**src/rtl/syn_lb_xtn_bridge_if.sv**
```systemverilog
// Bus bundle for the Avalon-MM to local-bus bridge.
// Holds the Avalon host side and the LB slave-port side.
// The bridge takes the slave modport: it is the Avalon slave and it drives the LB enables.
// The master modport is the environment: Avalon host plus LB register blocks.
interface syn_lb_xtn_bridge_if #(
   parameter int P_HST_ADDR_W = 20,
   parameter int P_DATA_W     = 32,
   parameter int P_LB_ADDR_W  = 16,
   parameter int P_NUM_CH     = 2
);
   // Avalon-MM host side
   logic                           av_read_ih;
   logic                           av_write_ih;
   logic [P_HST_ADDR_W-1:0]        av_addr_id;
   logic [P_DATA_W-1:0]            av_write_data_id;
   logic                           av_wait_req_oh;
   logic                           av_read_data_valid_oh;
   logic [P_DATA_W-1:0]            av_read_data_od;

   // Local-bus side, one enable/valid bit per channel
   logic [P_NUM_CH-1:0]            lb_rd_en_oh;
   logic [P_NUM_CH-1:0]            lb_wr_en_oh;
   logic [P_LB_ADDR_W-1:0]         lb_addr_od;
   logic [P_DATA_W-1:0]            lb_wr_data_od;
   logic [P_NUM_CH-1:0]            lb_rd_valid_id;
   logic [P_NUM_CH*P_DATA_W-1:0]   lb_rd_data_id;
   logic [P_NUM_CH-1:0]            lb_wr_valid_id;

   modport slave (
      input  av_read_ih, av_write_ih, av_addr_id, av_write_data_id,
      output av_wait_req_oh, av_read_data_valid_oh, av_read_data_od,
      output lb_rd_en_oh, lb_wr_en_oh, lb_addr_od, lb_wr_data_od,
      input  lb_rd_valid_id, lb_rd_data_id, lb_wr_valid_id
   );

   modport master (
      output av_read_ih, av_write_ih, av_addr_id, av_write_data_id,
      input  av_wait_req_oh, av_read_data_valid_oh, av_read_data_od,
      input  lb_rd_en_oh, lb_wr_en_oh, lb_addr_od, lb_wr_data_od,
      output lb_rd_valid_id, lb_rd_data_id, lb_wr_valid_id
   );
endinterface

```
**src/rtl/syn_lb_xtn_bridge.sv**
```systemverilog
// Single-clock Avalon-MM slave to multi-channel local-bus bridge.
// Host requests are queued in a small FIFO and executed one at a time.
// Each request goes to the LB port selected by the address channel field.
// A watchdog terminates transactions whose LB port never answers.
module syn_lb_xtn_bridge #(
   parameter int                  P_HST_ADDR_W = 20,
   parameter int                  P_DATA_W     = 32,
   parameter int                  P_LB_ADDR_W  = 16,
   parameter int                  P_NUM_CH     = 2,
   parameter int                  P_CH_SEL_W   = 1,
   parameter int                  P_FF_DEPTH   = 8,
   parameter int                  P_FF_PTR_W   = 3,
   parameter int                  P_TIMEOUT    = 255,
   parameter int                  P_TIMEOUT_W  = 8,
   parameter logic [P_DATA_W-1:0] P_ERR_DATA   = 32'hDEADBEEF
) (
   input  logic                  clk_ir,
   input  logic                  rst_il,
   syn_lb_xtn_bridge_if.slave    bus,
   output logic                  timeout_oh,
   output logic [15:0]           err_cnt_od
);

   // Channel-indexed views are padded to a power of two so any select value indexes safely.
   localparam int CH_SPAN  = 1 << P_CH_SEL_W;
   localparam int CH_LSB   = P_LB_ADDR_W + 2;
   localparam int ADDR_USE = CH_LSB + P_CH_SEL_W;
   localparam bit WDOG_EN  = (P_TIMEOUT != 0);
   localparam int TMO_LAST_I = (P_TIMEOUT > 0) ? P_TIMEOUT - 1 : 0;
   localparam logic [P_TIMEOUT_W-1:0] TMO_LAST = P_TIMEOUT_W'(TMO_LAST_I);
   localparam logic [P_FF_PTR_W:0]    FF_FULL  = (P_FF_PTR_W+1)'(P_FF_DEPTH);

   typedef struct packed {
      logic                    is_rd;
      logic [P_CH_SEL_W-1:0]   ch;
      logic [P_LB_ADDR_W-1:0]  addr;
      logic [P_DATA_W-1:0]     data;
   } req_t;

   typedef enum logic {ST_IDLE, ST_WAIT} state_t;

   // ---------------------------------------------------------------
   // Request FIFO
   // ---------------------------------------------------------------
   req_t                    fifo_mem [P_FF_DEPTH];
   logic [P_FF_PTR_W-1:0]   wr_ptr_reg;
   logic [P_FF_PTR_W-1:0]   rd_ptr_reg;
   logic [P_FF_PTR_W:0]     count_reg;
   logic                    ff_full;
   logic                    ff_empty;
   logic                    ff_push;
   logic                    ff_pop;
   req_t                    push_entry;
   req_t                    head;

   state_t                  state_reg, state_next;

   assign ff_full  = (count_reg == FF_FULL);
   assign ff_empty = (count_reg == '0);
   assign ff_push  = (bus.av_read_ih | bus.av_write_ih) & ~ff_full;
   assign ff_pop   = (state_reg == ST_IDLE) & ~ff_empty;

   // A simultaneous read+write strobe is queued as a read.
   assign push_entry.is_rd = bus.av_read_ih;
   assign push_entry.ch    = bus.av_addr_id[CH_LSB +: P_CH_SEL_W];
   assign push_entry.addr  = bus.av_addr_id[P_LB_ADDR_W+1:2];
   assign push_entry.data  = bus.av_write_data_id;

   // The head entry is captured straight into the LB output registers on pop.
   assign head = fifo_mem[rd_ptr_reg];

   // Byte-lane bits and anything above the channel field play no part in decode.
   logic unused_addr_lsbs;
   assign unused_addr_lsbs = ^bus.av_addr_id[1:0];
   generate
      if (P_HST_ADDR_W > ADDR_USE) begin : g_addr_msb
         logic unused_addr_msbs;
         assign unused_addr_msbs = ^bus.av_addr_id[P_HST_ADDR_W-1:ADDR_USE];
      end
   endgenerate

   // FIFO storage write; no reset so it maps onto RAM.
   always_ff @(posedge clk_ir) begin
      if (ff_push) begin
         fifo_mem[wr_ptr_reg] <= push_entry;
      end
   end

   // FIFO pointers and occupancy; push and pop together leave the count alone.
   always_ff @(posedge clk_ir) begin
      if (!rst_il) begin
         wr_ptr_reg <= '0;
         rd_ptr_reg <= '0;
         count_reg  <= '0;
      end else begin
         if (ff_push) wr_ptr_reg <= wr_ptr_reg + 1'b1;
         if (ff_pop)  rd_ptr_reg <= rd_ptr_reg + 1'b1;
         case ({ff_push, ff_pop})
            2'b10:   count_reg <= count_reg + 1'b1;
            2'b01:   count_reg <= count_reg - 1'b1;
            default: count_reg <= count_reg;
         endcase
      end
   end

   // ---------------------------------------------------------------
   // Per-channel response views
   // ---------------------------------------------------------------
   logic [P_DATA_W-1:0]  ch_rd_data [CH_SPAN];
   logic [CH_SPAN-1:0]   ch_rd_valid;
   logic [CH_SPAN-1:0]   ch_wr_valid;

   genvar gi;
   generate
      for (gi = 0; gi < CH_SPAN; gi++) begin : g_ch
         if (gi < P_NUM_CH) begin : g_real
            assign ch_rd_data[gi]  = bus.lb_rd_data_id[gi*P_DATA_W +: P_DATA_W];
            assign ch_rd_valid[gi] = bus.lb_rd_valid_id[gi];
            assign ch_wr_valid[gi] = bus.lb_wr_valid_id[gi];
         end else begin : g_pad
            assign ch_rd_data[gi]  = '0;
            assign ch_rd_valid[gi] = 1'b0;
            assign ch_wr_valid[gi] = 1'b0;
         end
      end
   endgenerate

   // ---------------------------------------------------------------
   // Transaction FSM and datapath
   // ---------------------------------------------------------------
   logic [P_NUM_CH-1:0]     rd_en_reg, rd_en_next;
   logic [P_NUM_CH-1:0]     wr_en_reg, wr_en_next;
   logic [P_LB_ADDR_W-1:0]  lb_addr_reg, lb_addr_next;
   logic [P_DATA_W-1:0]     lb_wr_data_reg, lb_wr_data_next;
   logic                    cur_is_rd_reg, cur_is_rd_next;
   logic [P_CH_SEL_W-1:0]   cur_ch_reg, cur_ch_next;
   logic [P_TIMEOUT_W-1:0]  timer_reg, timer_next;
   logic                    rd_valid_reg, rd_valid_next;
   logic [P_DATA_W-1:0]     rd_data_reg, rd_data_next;
   logic                    timeout_reg, timeout_next;
   logic [15:0]             err_cnt_reg, err_cnt_next;
   logic                    err_fire;

   // Next-state and output decode; only the active channel's valid is looked at.
   always_comb begin
      state_next      = state_reg;
      rd_en_next      = '0;
      wr_en_next      = '0;
      lb_addr_next    = lb_addr_reg;
      lb_wr_data_next = lb_wr_data_reg;
      cur_is_rd_next  = cur_is_rd_reg;
      cur_ch_next     = cur_ch_reg;
      timer_next      = timer_reg;
      rd_valid_next   = 1'b0;
      rd_data_next    = rd_data_reg;
      timeout_next    = 1'b0;
      err_cnt_next    = err_cnt_reg;
      err_fire        = 1'b0;

      case (state_reg)
         ST_IDLE: begin
            if (!ff_empty) begin
               lb_addr_next    = head.addr;
               lb_wr_data_next = head.data;
               cur_is_rd_next  = head.is_rd;
               cur_ch_next     = head.ch;
               timer_next      = '0;
               if (int'(head.ch) < P_NUM_CH) begin
                  if (head.is_rd) rd_en_next = P_NUM_CH'(1) << head.ch;
                  else            wr_en_next = P_NUM_CH'(1) << head.ch;
                  state_next = ST_WAIT;
               end else begin
                  // Nonexistent port: finish at once as an error, no enable.
                  err_fire      = 1'b1;
                  rd_valid_next = head.is_rd;
                  if (head.is_rd) rd_data_next = P_ERR_DATA;
               end
            end
         end
         ST_WAIT: begin
            if (cur_is_rd_reg && ch_rd_valid[cur_ch_reg]) begin
               rd_valid_next = 1'b1;
               rd_data_next  = ch_rd_data[cur_ch_reg];
               state_next    = ST_IDLE;
            end else if (!cur_is_rd_reg && ch_wr_valid[cur_ch_reg]) begin
               state_next = ST_IDLE;
            end else if (WDOG_EN && (timer_reg == TMO_LAST)) begin
               err_fire      = 1'b1;
               rd_valid_next = cur_is_rd_reg;
               if (cur_is_rd_reg) rd_data_next = P_ERR_DATA;
               state_next    = ST_IDLE;
            end else if (WDOG_EN) begin
               timer_next = timer_reg + 1'b1;
            end
         end
         default: state_next = ST_IDLE;
      endcase

      if (err_fire) begin
         timeout_next = 1'b1;
         if (err_cnt_reg != 16'hFFFF) err_cnt_next = err_cnt_reg + 16'd1;
      end
   end

   // State and output registers; reset drops any in-flight transaction.
   always_ff @(posedge clk_ir) begin
      if (!rst_il) begin
         state_reg      <= ST_IDLE;
         rd_en_reg      <= '0;
         wr_en_reg      <= '0;
         lb_addr_reg    <= '0;
         lb_wr_data_reg <= '0;
         cur_is_rd_reg  <= 1'b0;
         cur_ch_reg     <= '0;
         timer_reg      <= '0;
         rd_valid_reg   <= 1'b0;
         rd_data_reg    <= '0;
         timeout_reg    <= 1'b0;
         err_cnt_reg    <= '0;
      end else begin
         state_reg      <= state_next;
         rd_en_reg      <= rd_en_next;
         wr_en_reg      <= wr_en_next;
         lb_addr_reg    <= lb_addr_next;
         lb_wr_data_reg <= lb_wr_data_next;
         cur_is_rd_reg  <= cur_is_rd_next;
         cur_ch_reg     <= cur_ch_next;
         timer_reg      <= timer_next;
         rd_valid_reg   <= rd_valid_next;
         rd_data_reg    <= rd_data_next;
         timeout_reg    <= timeout_next;
         err_cnt_reg    <= err_cnt_next;
      end
   end

   assign bus.av_wait_req_oh        = ff_full;
   assign bus.av_read_data_valid_oh = rd_valid_reg;
   assign bus.av_read_data_od       = rd_data_reg;
   assign bus.lb_rd_en_oh           = rd_en_reg;
   assign bus.lb_wr_en_oh           = wr_en_reg;
   assign bus.lb_addr_od            = lb_addr_reg;
   assign bus.lb_wr_data_od         = lb_wr_data_reg;
   assign timeout_oh                = timeout_reg;
   assign err_cnt_od                = err_cnt_reg;

endmodule

```
**src/flat_wrapper.sv**
```systemverilog
// flat-port wrapper written by rule: the top's interface ports become plain ports
module syn_lb_xtn_bridge_flat 
#(
   parameter int                  P_HST_ADDR_W = 20,
   parameter int                  P_DATA_W     = 32,
   parameter int                  P_LB_ADDR_W  = 16,
   parameter int                  P_NUM_CH     = 2,
   parameter int                  P_CH_SEL_W   = 1,
   parameter int                  P_FF_DEPTH   = 8,
   parameter int                  P_FF_PTR_W   = 3,
   parameter int                  P_TIMEOUT    = 255,
   parameter int                  P_TIMEOUT_W  = 8,
   parameter logic [P_DATA_W-1:0] P_ERR_DATA   = 32'hDEADBEEF
)
  (clk_ir, rst_il, timeout_oh, err_cnt_od, bus_av_read_ih, bus_av_write_ih, bus_av_addr_id, bus_av_write_data_id, bus_av_wait_req_oh, bus_av_read_data_valid_oh, bus_av_read_data_od, bus_lb_rd_en_oh, bus_lb_wr_en_oh, bus_lb_addr_od, bus_lb_wr_data_od, bus_lb_rd_valid_id, bus_lb_rd_data_id, bus_lb_wr_valid_id);
  syn_lb_xtn_bridge_if #(.P_HST_ADDR_W(P_HST_ADDR_W), .P_DATA_W(P_DATA_W), .P_LB_ADDR_W(P_LB_ADDR_W), .P_NUM_CH(P_NUM_CH)) bus_i ();
  input  logic clk_ir;
  input  logic rst_il;
  output logic timeout_oh;
  output logic [15:0] err_cnt_od;
  input wire logic [$bits(bus_i.av_read_ih)-1:0] bus_av_read_ih;
  input wire logic [$bits(bus_i.av_write_ih)-1:0] bus_av_write_ih;
  input wire logic [$bits(bus_i.av_addr_id)-1:0] bus_av_addr_id;
  input wire logic [$bits(bus_i.av_write_data_id)-1:0] bus_av_write_data_id;
  output wire logic [$bits(bus_i.av_wait_req_oh)-1:0] bus_av_wait_req_oh;
  output wire logic [$bits(bus_i.av_read_data_valid_oh)-1:0] bus_av_read_data_valid_oh;
  output wire logic [$bits(bus_i.av_read_data_od)-1:0] bus_av_read_data_od;
  output wire logic [$bits(bus_i.lb_rd_en_oh)-1:0] bus_lb_rd_en_oh;
  output wire logic [$bits(bus_i.lb_wr_en_oh)-1:0] bus_lb_wr_en_oh;
  output wire logic [$bits(bus_i.lb_addr_od)-1:0] bus_lb_addr_od;
  output wire logic [$bits(bus_i.lb_wr_data_od)-1:0] bus_lb_wr_data_od;
  input wire logic [$bits(bus_i.lb_rd_valid_id)-1:0] bus_lb_rd_valid_id;
  input wire logic [$bits(bus_i.lb_rd_data_id)-1:0] bus_lb_rd_data_id;
  input wire logic [$bits(bus_i.lb_wr_valid_id)-1:0] bus_lb_wr_valid_id;
  assign bus_i.av_read_ih = bus_av_read_ih;
  assign bus_i.av_write_ih = bus_av_write_ih;
  assign bus_i.av_addr_id = bus_av_addr_id;
  assign bus_i.av_write_data_id = bus_av_write_data_id;
  assign bus_av_wait_req_oh = bus_i.av_wait_req_oh;
  assign bus_av_read_data_valid_oh = bus_i.av_read_data_valid_oh;
  assign bus_av_read_data_od = bus_i.av_read_data_od;
  assign bus_lb_rd_en_oh = bus_i.lb_rd_en_oh;
  assign bus_lb_wr_en_oh = bus_i.lb_wr_en_oh;
  assign bus_lb_addr_od = bus_i.lb_addr_od;
  assign bus_lb_wr_data_od = bus_i.lb_wr_data_od;
  assign bus_i.lb_rd_valid_id = bus_lb_rd_valid_id;
  assign bus_i.lb_rd_data_id = bus_lb_rd_data_id;
  assign bus_i.lb_wr_valid_id = bus_lb_wr_valid_id;
  syn_lb_xtn_bridge #(.P_HST_ADDR_W(P_HST_ADDR_W), .P_DATA_W(P_DATA_W), .P_LB_ADDR_W(P_LB_ADDR_W), .P_NUM_CH(P_NUM_CH), .P_CH_SEL_W(P_CH_SEL_W), .P_FF_DEPTH(P_FF_DEPTH), .P_FF_PTR_W(P_FF_PTR_W), .P_TIMEOUT(P_TIMEOUT), .P_TIMEOUT_W(P_TIMEOUT_W), .P_ERR_DATA(P_ERR_DATA)) u_core (.clk_ir(clk_ir), .rst_il(rst_il), .bus(bus_i), .timeout_oh(timeout_oh), .err_cnt_od(err_cnt_od));
endmodule
```
**config.mk**
```make
export PLATFORM = sky130hd
export DESIGN_NAME = syn_lb_xtn_bridge_flat
export DESIGN_NICKNAME = d
export VERILOG_FILES = /design/src/rtl/syn_lb_xtn_bridge_if.sv /design/src/rtl/syn_lb_xtn_bridge.sv /design/src/flat_wrapper.sv
export SDC_FILE = /design/constraint.sdc
export NUM_CORES = 1
export LEC_CHECK = 0
export CORE_MARGIN = 2
export CORE_UTILIZATION = 50
export DETAILED_ROUTE_END_ITERATION = 8
export PLACE_DENSITY_LB_ADDON = 0.25
export SLEW_MARGIN = 40
export SYNTH_ARGS = -nofsm -noshare
export SYNTH_HDL_FRONTEND = slang
export SYNTH_SLANG_ARGS = --single-unit
```
**constraint.sdc**
```tcl
create_clock -name clk_ir -period 7.2 [get_ports clk_ir]
set_input_delay 1.8 -clock clk_ir [delete_from_list [all_inputs] [get_ports clk_ir]]
set_output_delay 1.8 -clock clk_ir [all_outputs]
set_load 0.01 [all_outputs]
```
==> flow_summary_export.csv <==
group,metric,value,unit
critical_path,r2r-start,"u_core.count_reg[1]$_SDFFE_PN0P_",
logic_synthesis,avgSynthCellArea,17.7,um^2
clocking,cts-hold-fix-buffers,0,
global_routing,grt_pass1_wl,63500,um
critical_path,start_kind,"input pin",
run_status,status,"finished clean",
power,leakage,7.80,nW
logic_synthesis,ys_seq_elements,526,
timing,slew_headroom,0.447,
timing,min_period,4.36,ns
placement,portBuffers,223,
timing,tns,0,ns
power,seq_power_share,0.458,
timing,drv_slew,0,
timing,finalSetupViolCount,0,
power,peakVddDrop,0.237,mV
layout,final_area,24600,um^2
drt,first_iter_violations,603,
clocking,post_cts_resized,0,
layout,layout_commonest_cell,"edfxtp_1",
die,die_w,204,um
logic_synthesis,synth_edf_count,400,
clocking,cts.sinks,526,
power,p_switching,2.34,mW
die,initial_core_util,0.505,
layout,largest_reg_flops,400,
critical_path,required,7.41,ns
power,power.density,349,nW/um^2
logic_synthesis,ys.flop_type,"edfxtp_1",
drt,first_pass_iters,5,
min_path,whs_path_depth,2,
die,ios,227,
layout,layout-drive-gt1-share,0.166,
critical_path,path_max_fanout,45,
timing,worst_pin_slew,0.830,ns
global_routing,antenna_found_initial,3,
clocking,numCtsBuffers,53,
logic_synthesis,synth_top_area_share,0.602,
layout,area_growth,23.2,%
logic_synthesis,synth.largest_area_cell,"edfxtp_1",
global_routing,grt_usage,0.204,
critical_path,regToRegSetupSlack,4.24,ns
min_path,hold_path_end,"u_core.bus.av_read_data_od[29]$_SDFFE_PN0P_",
logic_synthesis,synth_area,20000,um^2
die,die_h,204,um
logic_synthesis,yosysUniqueCellTypes,50,
logic_synthesis,synthCells,1130,
clocking,htreeDepth,2,
critical_path,setup.worst_path.end_class,"register",
layout,final_cell_mix,"edfxtp_1, clkdlybuf4s50_1, dfxtp_1, mux4_2, mux2i_1",
clocking,clock-root-buffer,"clkbuf_16",
power,p_sw_frac,0.273,
critical_path,r2r_cells,5,
placement,hpwl,23500,um
logic_synthesis,synth_warnings,0,
power,clock_power_share,0.322,
logic_synthesis,syn_nets,1261,
power,combPwrFrac,0.220,
clocking,clkLatencyLatePin,0.59,ns
drt,wirelength,42000,um
min_path,worstHoldStart,"u_core.bus.av_read_data_od[29]$_SDFFE_PN0P_",
timing,finalClockSkew,0.00860,ns
die,core_area,39500,um^2
drt,ant_nets,0,
timing,clock.fmax,0.229,GHz
timing,hold_violations,0,
drt,viasPerCell,5.57,
placement,gp_congestion,0.761,
die,die_area,41500,um^2
drt,route.detailed.drc,0,
global_routing,grt_max_degree,82,
logic_synthesis,ys_seq_area_frac,0.728,
global_routing,grt_pass1_vias,10800,
critical_path,path_class,"input pin to register",
drt,wl_per_cell,21.7,um
drt,vias,10700,
clocking,cts_setup_buffers,0,
critical_path,cp.arrival,4.57,ns
clocking,cts.path.max_buffers,3,
timing,rsz0062_at_grt,"false",
power,intPower,6.23,mW
layout,top_register,"u_core.fifo_mem",
clocking,path_clk_slew,0.06,ns
global_routing,overflow,0,
timing,min_period_over_period,0.606,
critical_path,timing.rr.end,"u_core.fifo_mem[4][0]$_DFFE_PP_",
logic_synthesis,synthArstFlopShare,0,
layout,nets,1492,
min_path,holdCritPathClass,"register to register",
job,cap_violations,0,
logic_synthesis,synth_area_leaders,"edfxtp_1, dfxtp_1, mux4_2",
clocking,cts_tree,"yes",
placement,placed_area,22800,um^2
timing,holdWs,0.468,ns
die,num_rows,73,
==> cell type report <==
cell class	count	area (um^2)
Fill cell	2855	15000
Sequential cell	526	14500
Timing Repair Buffer	241	2400
Tap cell	525	657
Clock buffer	70	1530
Clock inverter	29	260
Multi-Input combinational cell	527	5130
Inverter	12	48.8
Antenna cell	1	2.50
==> critical path: stages <==
cell and delay (ns):
clkdlybuf4s50_1 0.66, nor2_1 0.11, a21oi_2 0.29, clkinv_1 0.35, nor3_2 0.56, buf_4 0.75
==> per-layer routing <==
layer / GRT usage / part of all wire
met2: 0.346 / 0.49
met1: 0.263 / 0.42
met5: 0 / 0.00064
met4: 0.0553 / 0.017
met3: 0.0497 / 0.071
==> power groups by stage <==
stage	Clock, mW	Sequential, mW	Combinational, mW
CTS	2.84	3.93	1.90
floorplan	0	3.94	1.24
finish	2.76	3.92	1.88
global placement	0	4.00	1.83
detailed placement	0	3.99	1.89
global route	2.95	3.97	2.06
==> Yosys cell counts (all sizes together), types with 2 or more instances <==
library cell,count
nor2b,3
o31ai,4
nor3,7
a211oi,24
nor4,6
nand2b,4
and2,2
edfxtp,400
ha,7
dfxtp,126
nand4,7
clkbuf,33
and4,5
mux4,100
mux2,5
or3,8
xnor2,7
o22ai,9
buf,32
a31oi,2
inv,10
nand2,32
clkinv,2
a21oi,66
nor2,52
nand3,12
o21ai,57
xor2,8
mux2i,84
or4,4
o21a,2
==> per-stage QoR <==
step           setup WS [ns]  power, mW  cells   util
3_5_place_dp            2.21       5.88   1829  0.575
3_3_place_gp            2.26       5.83   1828  0.575
2_1_floorplan          0.921       5.18   1130      -
4_1_cts                 2.83       8.67   1928  0.621
5_1_grt                 2.67       8.98   1930  0.622
6_report                2.84       8.57   1931  0.622
==> cell families after synthesis <==
| logic type | count (synthesis) | synth area share |
|---|---|---|
| compound gates | 171 | 0.0504 |
| xor+xnor | 15 | 0.00658 |
| fa+ha+maj | 7 | 0.00439 |
| buf+inv | 77 | 0.0172 |
| flops | 526 | 0.728 |
| mux | 189 | 0.158 |
| simple gates | 145 | 0.0351 |
==> worst max-delay path by stage <==
stage,from,to,slack [ns],cells after the start
final,bus_av_read_ih,u_core.fifo_mem[4][0]$_DFFE_PP_,2.84,6
after global routing,bus_av_read_ih,u_core.fifo_mem[4][35]$_DFFE_PP_,2.67,6
after CTS,bus_av_read_ih,u_core.fifo_mem[4][43]$_DFFE_PP_,2.83,6
after detailed placement,bus_av_read_ih,u_core.fifo_mem[4][45]$_DFFE_PP_,2.21,6
after global placement,bus_av_read_ih,u_core.fifo_mem[4][45]$_DFFE_PP_,2.26,6
after floorplan,bus_av_write_ih,u_core.fifo_mem[4][0]$_DFFE_PP_,0.92,4
(Power assumes the default switching activity.)
